$ cat config.mk
export PLATFORM = sky130hd
export DESIGN_NAME = if_id_fetch_stage
export DESIGN_NICKNAME = d
export VERILOG_FILES = /design/src/rtl/if_id_fetch_stage.sv
export SDC_FILE = /design/constraint.sdc
export NUM_CORES = 1
export LEC_CHECK = 0
export ABC_AREA = 1
export CAP_MARGIN = 5
export CORE_ASPECT_RATIO = 1.1
export CORE_UTILIZATION = 55
export CTS_BUF_LIST = sky130_fd_sc_hd__clkbuf_8
export DETAILED_ROUTE_END_ITERATION = 12
export PLACE_DENSITY_LB_ADDON = 0.1
export SYNTH_ARGS = -nofsm -noshare
export SYNTH_HDL_FRONTEND = slang
export SYNTH_SLANG_ARGS = --single-unit
$ cat constraint.sdc
create_clock -name clk -period 3.1 [get_ports clk]
set_clock_uncertainty 0.1 [all_clocks]
set_input_delay 0.465 -clock clk [delete_from_list [all_inputs] [get_ports clk]]
set_output_delay 0.465 -clock clk [all_outputs]
set_load 0.02 [all_outputs]
$ cat src/rtl/if_id_fetch_stage.sv
// Instruction-fetch stage and IF/ID pipeline register. It issues req/ack fetches at pc,
// parks a returned word in a skid buffer while stalled, and flushes on redirect.
module if_id_fetch_stage #(
  parameter logic [31:0] RESET_PC = 32'h00000000
) (
  input  logic        clk,
  input  logic        rst_n,
  output logic        imem_req,
  output logic [31:0] imem_addr,
  input  logic        imem_ack,
  input  logic [31:0] imem_rdata,
  input  logic        stall,
  input  logic        redirect,
  input  logic [31:0] redirect_pc,
  output logic [31:0] pc,
  output logic [31:0] IF_ID_instr,
  output logic [31:0] IF_ID_pc4,
  output logic        IF_ID_valid,
  output logic [5:0]  op
);

  typedef enum logic [1:0] {IDLE, FETCH, HOLD, CANCEL} fetchState_t;

  fetchState_t state;
  logic        reqReg;
  logic [31:0] pcReg;
  logic [31:0] instrReg;
  logic [31:0] pc4Reg;
  logic        validReg;
  logic [31:0] skidInstr;
  logic [31:0] skidPc4;

  logic [31:0] pcPlus4;
  logic [31:0] redirectTarget;

  assign pcPlus4        = pcReg + 32'd4;
  assign redirectTarget = redirect_pc & 32'hFFFF_FFFC;

  always_ff @(posedge clk or negedge rst_n) begin
    if (!rst_n) begin
      state     <= IDLE;
      reqReg    <= 1'b0;
      pcReg     <= RESET_PC;
      instrReg  <= 32'd0;
      pc4Reg    <= 32'd0;
      validReg  <= 1'b0;
      skidInstr <= 32'd0;
      skidPc4   <= 32'd0;
    end else begin
      case (state)
        IDLE: begin
          state  <= FETCH;
          reqReg <= 1'b1;
        end

        FETCH: begin
          if (redirect) begin
            pcReg     <= redirectTarget;
            validReg  <= 1'b0;
            skidInstr <= 32'd0;
            skidPc4   <= 32'd0;
            // Without an ack the old request is still outstanding and must be abandoned
            if (imem_ack) begin
              state  <= FETCH;
              reqReg <= 1'b1;
            end else begin
              state  <= CANCEL;
              reqReg <= 1'b0;
            end
          end else if (imem_ack) begin
            pcReg <= pcPlus4;
            if (stall) begin
              skidInstr <= imem_rdata;
              skidPc4   <= pcPlus4;
              state     <= HOLD;
              reqReg    <= 1'b0;
            end else begin
              instrReg <= imem_rdata;
              pc4Reg   <= pcPlus4;
              validReg <= 1'b1;
            end
          end else if (!stall) begin
            validReg <= 1'b0;
          end
        end

        HOLD: begin
          if (redirect) begin
            pcReg     <= redirectTarget;
            validReg  <= 1'b0;
            skidInstr <= 32'd0;
            skidPc4   <= 32'd0;
            state     <= FETCH;
            reqReg    <= 1'b1;
          end else if (!stall) begin
            instrReg <= skidInstr;
            pc4Reg   <= skidPc4;
            validReg <= 1'b1;
            state    <= FETCH;
            reqReg   <= 1'b1;
          end
        end

        CANCEL: begin
          if (redirect) begin
            pcReg    <= redirectTarget;
            validReg <= 1'b0;
          end else begin
            state  <= FETCH;
            reqReg <= 1'b1;
          end
        end

        default: begin
          state  <= IDLE;
          reqReg <= 1'b0;
        end
      endcase
    end
  end

  assign imem_req    = reqReg;
  assign imem_addr   = pcReg;
  assign pc          = pcReg;
  assign IF_ID_instr = instrReg;
  assign IF_ID_pc4   = pc4Reg;
  assign IF_ID_valid = validReg;
  assign op          = validReg ? instrReg[31:26] : 6'b000000;

endmodule

==> impl_table.tex, run 1 <==
\begin{tabular}{lr}
\hline
Metric & Value \\
\hline
\multicolumn{2}{l}{\textbf{STA}} \\
Max-slew violation count & 0 \\
Worst Hold Slack & about 0.38 ns \\
Final setup TNS & 0 ns \\
Number of endpoints failing setup at the final stage & 0 \\
Highest attainable clock frequency & $\sim$0.44 GHz \\
Worst Max-Slew Pin Slew & approximately 0.97 ns \\
Unrepaired setup endpoints after global routing & no \\
Final min period & around 2.3 ns \\
Slew HR & between 30\% and 40\% \\
Period utilisation layout & about 73\% \\
Total count of hold-check failures in the final report & 0 \\
\multicolumn{2}{l}{\textbf{Pwr}} \\
Sequential group share of total power & $\sim$34\% \\
Total power per unit cell area & between 1000 and 1500 nW/um\^{}2 \\
P\_sw & 5.06 mW \\
Leakage power total & around 5 nW \\
Part of the total power dissipated in the clock network & between 10\% and 20\% \\
Internal power of the cells & around 6.1 mW \\
Peak supply drop & 0.599 mV \\
Fraction of power consumed by combinational cells & a little over half \\
Proportion of total power due to net switching & 45.1\% \\
\multicolumn{2}{l}{\textbf{Clock tree}} \\
Depth of the CTS H-tree & 4 \\
CTS Buf Count & 17 \\
Clock root buffer master & sky130\_fd\_sc\_hd\_\_clkbuf\_8 \\
Post-cts sizing count & 0 \\
CTS tree & done \\
Clock slew seen by the registers of the worst setup and hold paths & around 0.090 ns \\
Clk\_lat worst skew & around 0.45 ns \\
Maximum clock insertion buffer count & 2 \\
Setup Fix Bufs, Post-CTS & 0 \\
Total clock sinks & 160 \\
\multicolumn{2}{l}{\textbf{Floorplan}} \\
Effective utilization at floorplan & a little under three fifths \\
Placeable core region & around 15000 um\^{}2 \\
Cell Rows & 46 \\
Floorplan die area & between 15000 and 20000 um\^{}2 \\
I/O pin cnt & $\sim$200 \\
Height of the die & approximately 130 um \\
Horizontal die dimension & approximately 120 um \\
\multicolumn{2}{l}{\textbf{Synthesis}} \\
Number of different library cells in the post-synthesis netlist & 33 \\
Register bit total from synthesis & 160 \\
Proportion of register bits with asynchronous set or reset after synthesis & 100\% \\
Synth Warn \# & 0 \\
Top cells by area in the synthesized netlist & sky130\_fd\_sc\_hd\_\_dfrtp\_1 (49\%), sky130\_fd\_sc\_hd\_\_nand2\_1 (17\%), sky130\_fd\_sc\_hd\_\_o21ai\_0 (7.0\%), sky130\_fd\_sc\_hd\_\_inv\_1 (4.9\%), sky130\_fd\_sc\_hd\_\_nor2\_1 (4.1\%) \\
Post-synthesis average cell area & between 7 and 8 um\^{}2 \\
Leading post-synthesis cells by instance count & sky130\_fd\_sc\_hd\_\_nand2\_1 (372), sky130\_fd\_sc\_hd\_\_dfrtp\_1 (160), sky130\_fd\_sc\_hd\_\_o21ai\_0 (115) \\
Number of enable flip-flop cells after synthesis & 0 \\
Post-synth top area share & about half \\
Most numerous cell in the Yosys netlist & sky130\_fd\_sc\_hd\_\_nand2\_1 \\
Area leader, netlist & sky130\_fd\_sc\_hd\_\_dfrtp\_1 \\
Cell area after synthesis & around 8200 um\^{}2 \\
Gate Count Post-Synth & about 1100 \\
Sequential share of the synthesized area & between 40\% and 50\% \\
Most used flip-flop cell after synthesis & sky130\_fd\_sc\_hd\_\_dfrtp\_1 \\
\multicolumn{2}{l}{\textbf{Min path}} \\
Endpoint, Worst Hold & IF\_ID\_pc4[23]\$\_DFFE\_PN0P\_ \\
HP Class & reg -> reg \\
Number of instances on the worst hold path & 2 \\
Beginning of the worst hold path & IF\_ID\_pc4[23]\$\_DFFE\_PN0P\_ \\
\multicolumn{2}{l}{\textbf{Worst setup path}} \\
Critical-path cell with the highest stage delay & sky130\_fd\_sc\_hd\_\_clkdlybuf4s50\_1 \\
Critical Path Max Stage Delay & roughly 0.59 ns \\
Startpoint of the worst register-to-register path & imem\_addr[2]\$\_DFFE\_PN0P\_ \\
Kind of capture point of the worst setup path & primary output \\
Number of cell instances on the worst register-to-register path & 10 \\
Startpoint type of the worst setup path & flip-flop \\
Reg2Reg Setup Slack & approximately 0.94 ns \\
Critical path type & reg -> out \\
CP Max Fanout & 9 \\
RR Endpoint & IF\_ID\_pc4[28]\$\_DFFE\_PN0P\_ \\
Crit path arrival time & 1.71 ns \\
Worst EP required & roughly 2.5 ns \\
Crit-path cells & nand2\_1 > inv\_1 > clkdlybuf4s50\_1 \\
\multicolumn{2}{l}{\textbf{Final layout}} \\
Final design instance area without fill & 10500 um\^{}2 \\
Proportion of layout cells with a drive suffix above 1 & 4.41\% \\
Layout Nets & about 1300 \\
Diode count & 0 \\
Area added between synthesis and finish & 27.4\% \\
\multicolumn{2}{l}{\textbf{Outcome}} \\
Run status & finished clean \\
\multicolumn{2}{l}{\textbf{Routing}} \\
Count of antenna-violating nets left after detailed routing & 0 \\
Avg WL per Cell & between 10 and 15 um \\
Final wirelength & 21.1 mm \\
Number of remaining DRC errors & 0 \\
Via count normalized by instance count & between 5 and 6 \\
First-pass iteration count of the detailed router & 5 \\
Total via count in the routed design & between 7000 and 8000 \\
Starting DRT DRC Count & 643 \\
\multicolumn{2}{l}{\textbf{Placed design}} \\
RePlAce Congestion & 0.876 \\
Count of buffers from port buffering & about 200 \\
Placement Cell Area & 10100 um\^{}2 \\
Post-detailed-placement half-perimeter wirelength & about 14 mm \\
\multicolumn{2}{l}{\textbf{Run}} \\
Maximum Capacitance Violations & 0 \\
\multicolumn{2}{l}{\textbf{Global routing}} \\
Total GRT Usage & 28.3\% \\
Wire length of the first global-routing pass & between 30 and 40 mm \\
Initial antenna violation count & 0 \\
Vias in the first global route & just under 7000 \\
Overflow left after global routing & 0 \\
Pin count of the biggest net entering global routing & 82 \\
\hline
\end{tabular}
[critical path, delay by kind of cell, from the launching register on]
family        cells  cell delay, ns
simple gates      1            0.09
buf+inv           2            0.65
flops             1            0.52
[per-layer routing]
metal / vias to the layer above / wire length [um] / GRT usage [%]
met5: - / 0 / 0
met4: 0 / 342 / 10.1
met3: 25 / 1600 / 6.12
met2: 278 / 9860 / 45.3
met1: 3517 / 9300 / 38.4
li1: 3762 / - / -
[placed cells by master (no fill, tap or decap), types with 2 or more instances in the layout]
cell type and n:
sky130_fd_sc_hd__a21oi_1 42, sky130_fd_sc_hd__a21oi_4 2, sky130_fd_sc_hd__a2bb2oi_1 2, sky130_fd_sc_hd__a31oi_1 3
sky130_fd_sc_hd__and2_1 2, sky130_fd_sc_hd__buf_12 3, sky130_fd_sc_hd__buf_4 11, sky130_fd_sc_hd__bufinv_16 2
sky130_fd_sc_hd__clkbuf_8 18, sky130_fd_sc_hd__clkdlybuf4s50_1 197, sky130_fd_sc_hd__clkinv_1 2, sky130_fd_sc_hd__clkinv_2 4
sky130_fd_sc_hd__clkinv_4 2, sky130_fd_sc_hd__clkinvlp_4 2, sky130_fd_sc_hd__conb_1 4, sky130_fd_sc_hd__dfrtp_1 160
sky130_fd_sc_hd__inv_1 112, sky130_fd_sc_hd__inv_2 4, sky130_fd_sc_hd__nand2_1 372, sky130_fd_sc_hd__nand2_2 3
sky130_fd_sc_hd__nand3_1 38, sky130_fd_sc_hd__nand3b_1 2, sky130_fd_sc_hd__nand4_1 12, sky130_fd_sc_hd__nor2_1 91
sky130_fd_sc_hd__nor2_2 2, sky130_fd_sc_hd__o21ai_0 115, sky130_fd_sc_hd__o21ai_1 46, sky130_fd_sc_hd__o22ai_1 5
sky130_fd_sc_hd__xnor2_1 3, sky130_fd_sc_hd__xor2_1 3
[power by group through the flow]
stage / Combinational, mW / Sequential, mW / Clock [mW]
2_1_floorplan: 3.19 / 4.30 / 0
3_3_place_gp: 5.83 / 3.76 / 0
3_5_place_dp: 5.95 / 3.77 / 0
4_1_cts: 5.99 / 3.74 / 1.52
5_1_grt: 6.56 / 3.87 / 1.60
6_report: 5.97 / 3.75 / 1.48
[flip-flops by register name (all words and copies together), names as in the netlist]
signal and cells:
IF_ID_instr 32, skidInstr 32, IF_ID_pc4 31, skidPc4 31
imem_addr 30, state 2, IF_ID_valid 1, imem_req 1
[final cells by class]
type	count	area, um^2
Sequential cell	160	4000
Clock inverter	14	128
Timing Repair Buffer	213	2140
Multi-Input combinational cell	752	3310
Tap cell	192	240
Clock buffer	18	248
Inverter	114	428
Fill cell	1243	4020
[metrics by stage]
stage / setup WS, ns / util (%) / std cells / power [mW]
after floorplan: 1.27 / - / 1114 / 7.48
after global placement: 0.515 / 69.7 / 1430 / 9.59
after detailed placement: 0.490 / 69.7 / 1430 / 9.72
after CTS: 0.792 / 72.3 / 1463 / 11.3
after global routing: 0.637 / 72.3 / 1463 / 12.0
final: 0.822 / 72.3 / 1463 / 11.2
[repair_timing]
action / in CTS / in global routing
endpoints found under the setup margin: 0 / 0
endpoints found under the hold margin: 62 / 0
hold buffers: 1 / 0
[cells by family after synthesis]
| group | synth area share [%] |
|---|---|
| compound gates | 13.6 |
| xor+xnor | 0.639 |
| fa+ha+maj | 0.152 |
| buf+inv | 11.5 |
| flops | 48.6 |
| other cells | 0.0456 |
| simple gates | 25.3 |
[worst max-delay path by stage]
| stage | from | to | slack (ns) |
|---|---|---|---|
| 2_1_floorplan | imem_addr[3]$_DFFE_PN0P_ | imem_addr[28]$_DFFE_PN0P_ | 1.27 |
| 3_3_place_gp | redirect | skidPc4[15]$_DFFE_PN0P_ | 0.52 |
| 3_5_place_dp | redirect | skidInstr[23]$_DFFE_PN0P_ | 0.49 |
| 4_1_cts | IF_ID_valid$_DFFE_PN0P_ | op[4] | 0.79 |
| 5_1_grt | IF_ID_valid$_DFFE_PN0P_ | op[5] | 0.64 |
| 6_report | IF_ID_valid$_DFFE_PN0P_ | op[4] | 0.82 |
Power figures use the tool's default switching activity.
==> run 2, diff against run 1 <==
CORE_UTILIZATION = 51   (was 55)
clock period = 2.1 ns   (was 3.1 ns; I/O delays follow)
==> impl_table.tex, run 2 (same netlist as run 1, synthesis figures left out) <==
\begin{tabular}{lr}
\hline
Metric & Value \\
\hline
\multicolumn{2}{l}{\textbf{Outcome}} \\
Run status & finished clean \\
\multicolumn{2}{l}{\textbf{Pwr}} \\
Part of the total power dissipated in the clock network & 12.5\% (-0.8 points) \\
Proportion of total power due to net switching & 45.3\% (+0.17 points) \\
Leakage power total & 5.15 nW (+4.3\%) \\
Sequential group share of total power & 32.8\% (-0.7 points) \\
Peak supply drop & 0.934 mV (+56\%) \\
Fraction of power consumed by combinational cells & 54.7\% (+1.4 points) \\
Internal power of the cells & 9.18 mW (+49\%) \\
P\_sw & 7.61 mW (+50\%) \\
Total power per unit cell area & 1560 nW/um\^{}2 (+46\%) \\
\multicolumn{2}{l}{\textbf{Clock tree}} \\
Total clock sinks & 160 (unchanged) \\
Clk\_lat worst skew & 0.47 ns (+0.02 ns) \\
Depth of the CTS H-tree & 4 (unchanged) \\
Clock root buffer master & sky130\_fd\_sc\_hd\_\_clkbuf\_8 \\
Clock slew seen by the registers of the worst setup and hold paths & 0.09 ns (about the same) \\
CTS Buf Count & 17 (unchanged) \\
Maximum clock insertion buffer count & 2 (unchanged) \\
CTS tree & done \\
\multicolumn{2}{l}{\textbf{Worst setup path}} \\
Crit-path cells & clkdlybuf4s50\_1 \\
Kind of capture point of the worst setup path & primary output \\
Number of cell instances on the worst register-to-register path & 10 (unchanged) \\
Critical Path Max Stage Delay & 0.71 ns (+0.12 ns) \\
Number of buffers and inverters on the critical path & 1 (-1) \\
Startpoint type of the worst setup path & flip-flop \\
CP Max Fanout & 6 (-3) \\
Critical-path cell with the highest stage delay & sky130\_fd\_sc\_hd\_\_clkdlybuf4s50\_1 \\
RR Endpoint & IF\_ID\_pc4[29]\$\_DFFE\_PN0P\_ \\
Reg2Reg Setup Slack & 0.11 ns (-0.83 ns) \\
Worst EP required & 1.68 ns (-0.85 ns) \\
Cell family with most CP delay & buffers and inverters \\
Crit path arrival time & 1.63 ns (-0.08 ns) \\
Startpoint of the worst register-to-register path & imem\_addr[2]\$\_DFFE\_PN0P\_ \\
Critical path type & reg -> out \\
\multicolumn{2}{l}{\textbf{Routing}} \\
Starting DRT DRC Count & 607 (-5.6\%) \\
First-pass iteration count of the detailed router & 5 (unchanged) \\
Avg WL per Cell & 14.7 um (+1.6\%) \\
Number of remaining DRC errors & 0 (unchanged) \\
Final wirelength & 21.8 mm (+3.3\%) \\
Total via count in the routed design & 7594 (+0.16\%) \\
Via count normalized by instance count & 5.10 (-1.5\%) \\
Count of antenna-violating nets left after detailed routing & 0 (unchanged) \\
\multicolumn{2}{l}{\textbf{Floorplan}} \\
Effective utilization at floorplan & 52.3\% (-4.4 points) \\
Cell Rows & 48 (+4.3\%) \\
Horizontal die dimension & 123 um (+3.8\%) \\
Floorplan die area & 16700 um\^{}2 (+7.7\%) \\
Placeable core region & 15700 um\^{}2 (+8.5\%) \\
Height of the die & 135 um (+3.8\%) \\
I/O pin cnt & 205 (unchanged) \\
\multicolumn{2}{l}{\textbf{Placed design}} \\
RePlAce Congestion & 0.915 (+4.5\%) \\
Placement Cell Area & 10400 um\^{}2 (+2.5\%) \\
Post-detailed-placement half-perimeter wirelength & 15.2 mm (+8.0\%) \\
Count of buffers from port buffering & 198 (unchanged) \\
DP Cell Count & 1454 (+1.7\%) \\
\multicolumn{2}{l}{\textbf{Run}} \\
Maximum Capacitance Violations & 0 (unchanged) \\
\multicolumn{2}{l}{\textbf{STA}} \\
Number of endpoints failing setup at the final stage & 0 (unchanged) \\
Highest attainable clock frequency & 0.489 GHz \\
Period utilisation layout & between 90\% and 100\% \\
Max-slew violation count & 0 (unchanged) \\
Total count of hold-check failures in the final report & 0 (unchanged) \\
Final min period & around 2 ns \\
Unrepaired setup endpoints after global routing & yes \\
\multicolumn{2}{l}{\textbf{Final layout}} \\
Layout Nets & 1345 (+1.3\%) \\
Proportion of layout cells with a drive suffix above 1 & 6.13\% (+1.7 points) \\
Final cell count without fillers & 1488 (+1.7\%) \\
Final design instance area without fill & 10800 um\^{}2 (+2.7\%) \\
Diode count & 0 (unchanged) \\
Commonest non-fill, non-tap cells in the layout & sky130\_fd\_sc\_hd\_\_nand2\_1 (372), sky130\_fd\_sc\_hd\_\_clkdlybuf4s50\_1 (190), sky130\_fd\_sc\_hd\_\_dfrtp\_1 (159) \\
Commonest non-fill, non-tap cell in the layout & sky130\_fd\_sc\_hd\_\_nand2\_1 \\
Area added between synthesis and finish & 30.8\% \\
\multicolumn{2}{l}{\textbf{Global routing}} \\
Pin count of the biggest net entering global routing & 81 (-1.2\%) \\
Wire length of the first global-routing pass & 34.9 mm (+2.1\%) \\
Overflow left after global routing & 0 (unchanged) \\
Initial antenna violation count & 0 (unchanged) \\
Total GRT Usage & 27.2\% (-1.1 points) \\
Vias in the first global route & 6924 (+0.89\%) \\
\multicolumn{2}{l}{\textbf{Min path}} \\
HP Class & in -> async \\
\hline
\end{tabular}
## run 2: metal layers
metal / part of all wire (%) / track usage (%) / vias to the layer above
li1: - / - / 3801
met5: 0 / 0 / -
met2: 45 / 40.6 / 278
met3: 7.0 / 4.42 / 26
met4: 1.5 / 8.70 / 0
met1: 47 / 40.3 / 3489
## run 2: worst max-delay path by stage
| stage | to | start | cells past startpoint | slack (ns) |
|---|---|---|---|---|
| after CTS | op[2] | IF_ID_valid$_DFFE_PN0P_ | 3 | 0.02 |
| after global routing | IF_ID_pc4[25]$_DFFE_PN0P_ | imem_addr[2]$_DFFE_PN0P_ | 10 | -0.06 |
| final | pc[4] | imem_addr[4]$_DFFE_PN0P_ | 1 | 0.05 |
| after detailed placement | imem_addr[2]$_DFFE_PN0P_ | redirect | 9 | -0.005 |
| after global placement | imem_addr[9]$_DFFE_PN0P_ | redirect | 10 | -0.02 |
| after floorplan | imem_addr[28]$_DFFE_PN0P_ | imem_addr[3]$_DFFE_PN0P_ | 10 | 0.27 |
## run 2: final cells by class
class / instances / area [um^2]
multi-input cells: 752 / 3320
repair buffers: 230 / 2410
well taps: 200 / 250
flip-flops and latches: 160 / 4010
inverters: 114 / 428
fillers: 1374 / 4970
clock buffers: 20 / 275
clock inverters: 12 / 85.1
## run 2: power by group through the flow
stage          sequential (mW)  combinational, mW  clock (mW)
3_3_place_gp              5.50               9.02           0
4_1_cts                   5.49               9.22        2.15
5_1_grt                   5.68               10.1        2.27
2_1_floorplan             6.35               4.70           0
6_report                  5.50               9.19        2.10
3_5_place_dp              5.54               9.17           0
## run 2: what timing repair did
action / in CTS / in global routing
setup buffers: 0 / 1
hold buffers: 1 / 0
endpoints found under the hold margin: 45 / 0
setup endpoints to repair: 6 / 24
gates resized for setup: 1 / 12
## run 2: metrics by stage
| step | utilization (%) | TNS, ns | hold WS, ns | setup slack (ns) | power, mW |
|---|---|---|---|---|---|
| after global routing | 68.4 | -0.185 | 0.280 | -0.0626 | 18.1 |
| final | 68.4 | 0 | 0.254 | 0.0541 | 16.8 |
| after detailed placement | 65.8 | -0.00497 | 0.195 | -0.00453 | 14.7 |
| after floorplan | - | 0 | -0.0806 | 0.271 | 11.0 |
| after global placement | 65.8 | -0.0237 | 0.196 | -0.0161 | 14.5 |
| after CTS | 68.2 | 0 | 0.251 | 0.0194 | 16.9 |
==> run 3, diff against run 2 <==
CORE_MARGIN = 3   (was not set)
==> impl_table.tex, run 3 (same netlist as run 1, synthesis figures left out) <==
\begin{tabular}{lr}
\hline
Metric & Value \\
\hline
\multicolumn{2}{l}{\textbf{Worst setup path}} \\
Critical path type & reg -> out \\
Crit-path cells & clkdlybuf4s50\_1 \\
Crit path arrival time & 1.62 ns (about the same) \\
Worst EP required & 1.68 ns (about the same) \\
Critical Path Max Stage Delay & 0.66 ns (-0.05 ns) \\
Kind of capture point of the worst setup path & primary output \\
Cell family with most CP delay & buffers and inverters \\
Startpoint type of the worst setup path & flip-flop \\
CP Max Fanout & 7 (+1) \\
Number of buffers and inverters on the critical path & 1 (unchanged) \\
Critical-path cell with the highest stage delay & sky130\_fd\_sc\_hd\_\_clkdlybuf4s50\_1 \\
\multicolumn{2}{l}{\textbf{STA}} \\
Highest attainable clock frequency & 0.491 GHz (+0.44\%) \\
Final min period & 2.04 ns (-0.00898 ns) \\
Unrepaired setup endpoints after global routing & no \\
Max-slew violation count & 0 (unchanged) \\
Final setup TNS & 0 ns (unchanged) \\
Worst Hold Slack & 0.239 ns (-0.0150 ns) \\
Number of endpoints failing setup at the final stage & 0 (unchanged) \\
Total count of hold-check failures in the final report & 0 (unchanged) \\
Period utilisation layout & 97.0\% (-0.43 points) \\
\multicolumn{2}{l}{\textbf{Routing}} \\
Avg WL per Cell & 15.1 um (+3.1\%) \\
Count of antenna-violating nets left after detailed routing & 0 (unchanged) \\
Total via count in the routed design & 7644 (+0.66\%) \\
Final wirelength & 22.6 mm (+3.7\%) \\
Starting DRT DRC Count & 530 (-13\%) \\
Number of remaining DRC errors & 0 (unchanged) \\
Via count normalized by instance count & 5.11 (about the same) \\
First-pass iteration count of the detailed router & 5 (unchanged) \\
\multicolumn{2}{l}{\textbf{Pwr}} \\
Leakage power total & 5.22 nW (+1.2\%) \\
Peak supply drop & 0.860 mV (-7.9\%) \\
Total power per unit cell area & 1580 nW/um\^{}2 (+1.3\%) \\
\multicolumn{2}{l}{\textbf{Final layout}} \\
Fill cell total of the finished layout & 1364 (-0.73\%) \\
Area added between synthesis and finish & 31.8\% \\
Commonest non-fill, non-tap cell in the layout & sky130\_fd\_sc\_hd\_\_nand2\_1 \\
Commonest non-fill, non-tap cells in the layout & sky130\_fd\_sc\_hd\_\_nand2\_1 (372), sky130\_fd\_sc\_hd\_\_clkdlybuf4s50\_1 (187), sky130\_fd\_sc\_hd\_\_dfrtp\_1 (155) \\
Combined area of the multi-input logic cells & 3310 um\^{}2 (-0.23\%) \\
Layout Nets & 1354 (+0.67\%) \\
Diode count & 0 (unchanged) \\
Proportion of layout cells with a drive suffix above 1 & 6.94\% (+0.81 points) \\
Sequential cell area in the final layout & 4010 um\^{}2 (+0.13\%) \\
\multicolumn{2}{l}{\textbf{Clock tree}} \\
Clk\_lat worst skew & 0.47 ns (about the same) \\
Maximum clock insertion buffer count & 2 (unchanged) \\
CTS Buf Count & 17 (unchanged) \\
Clock slew seen by the registers of the worst setup and hold paths & 0.09 ns (about the same) \\
CTS tree & done \\
Clock root buffer master & sky130\_fd\_sc\_hd\_\_clkbuf\_8 \\
Total clock sinks & 160 (unchanged) \\
Depth of the CTS H-tree & 4 (unchanged) \\
\multicolumn{2}{l}{\textbf{Placed design}} \\
RePlAce Congestion & 0.890 (-2.7\%) \\
Post-detailed-placement half-perimeter wirelength & 16.0 mm (+5.5\%) \\
Count of buffers from port buffering & 198 (unchanged) \\
\multicolumn{2}{l}{\textbf{Outcome}} \\
Run status & finished clean \\
\multicolumn{2}{l}{\textbf{Floorplan}} \\
Placeable core region & 15700 um\^{}2 (unchanged) \\
Horizontal die dimension & 127 um (+3.2\%) \\
Floorplan die area & 17700 um\^{}2 (+6.3\%) \\
I/O pin cnt & 205 (unchanged) \\
Cell Rows & 48 (unchanged) \\
Effective utilization at floorplan & 52.3\% (unchanged) \\
Height of the die & 139 um (+3.0\%) \\
\multicolumn{2}{l}{\textbf{Run}} \\
Maximum Capacitance Violations & 0 (unchanged) \\
\multicolumn{2}{l}{\textbf{Global routing}} \\
Vias in the first global route & 7464 (+7.8\%) \\
Initial antenna violation count & 0 (unchanged) \\
Wire length of the first global-routing pass & 37.9 mm (+8.4\%) \\
Total GRT Usage & 26.6\% (-0.57 points) \\
Overflow left after global routing & 0 (unchanged) \\
Pin count of the biggest net entering global routing & 50 (-38\%) \\
\multicolumn{2}{l}{\textbf{Min path}} \\
HP Class & in -> async \\
\hline
\end{tabular}
-- run 3: cell types whose count changed in the layout (fill, tap and decap cells not counted), sizes merged --
cell,before,now
inv,117,118
clkinvlp,5,4
clkdlybuf4s50,190,187
dlymetal6s2s,7,9
clkbuf,20,18
buf,32,41
dlygate4sd2,0,1
bufinv,0,2
-- run 3: report_power, final --
group / switching [mW] / internal (mW) / total [mW]
Clock: 1.20 / 1.08 / 2.28
Combinational: 5.47 / 3.89 / 9.36
Sequential: 1.04 / 4.45 / 5.49
Total: 7.71 / 9.43 / 17.1
-- run 3: worst paths after layout --
check,start,to,slack (ns),cells past startpoint
max,imem_addr[19]$_DFFE_PN0P_,pc[19],0.06,1
min,rst_n,IF_ID_instr[11]$_DFFE_PN0P_,0.24,2
max reg2reg,imem_addr[2]$_DFFE_PN0P_,IF_ID_pc4[22]$_DFFE_PN0P_,0.22,11
min reg2reg,IF_ID_pc4[22]$_DFFE_PN0P_,IF_ID_pc4[22]$_DFFE_PN0P_,0.38,2
max in group asynchronous,rst_n,imem_addr[27]$_DFFE_PN0P_,1.08,3
min in group clk,imem_rdata[14],skidInstr[14]$_DFFE_PN0P_,0.31,3
-- run 3: routing by layer --
layer / track usage [%] / routed length (um) / part of all wire (%) / vias up
met4: 7.85 / 412 / 1.8 / 0
met2: 41.1 / 10400 / 46 / 262
met1: 38.3 / 10300 / 46 / 3538
li1: - / - / - / 3813
met3: 5.37 / 1500 / 6.6 / 31
met5: 0 / 0 / 0 / -
-- run 3: layout make-up --
cell class | count | share of cell area (%)
clock inverter | 14 | 1.30
timing repair buffer | 239 | 22.7
inverter | 114 | 3.94
clock buffer | 18 | 2.28
tap | 200 | 2.31
sequential | 160 | 36.9
multi-input combinational | 752 | 30.5
-- run 3: what timing repair did --
action / CTS / global route
gates resized for setup: 2 / 15
setup buffers: 0 / 2
endpoints found under the setup margin: 8 / 29
hold buffers: 1 / 0
hold endpoints to repair: 38 / 0
-- run 3: metrics by stage --
step                      cells  cell area, um^2  setup slack (ns)  util, %  power [mW]
final                      1497            10900            0.0631     69.0        17.1
after global routing       1497            10900           0.00614     69.0        18.4
after CTS                  1495            10800           0.00297     68.7        17.2
after detailed placement   1462            10400            0.0481     66.1        14.9
after global placement     1462            10400            0.0340     66.1        14.7
after floorplan            1114             8240             0.271        -        11.0
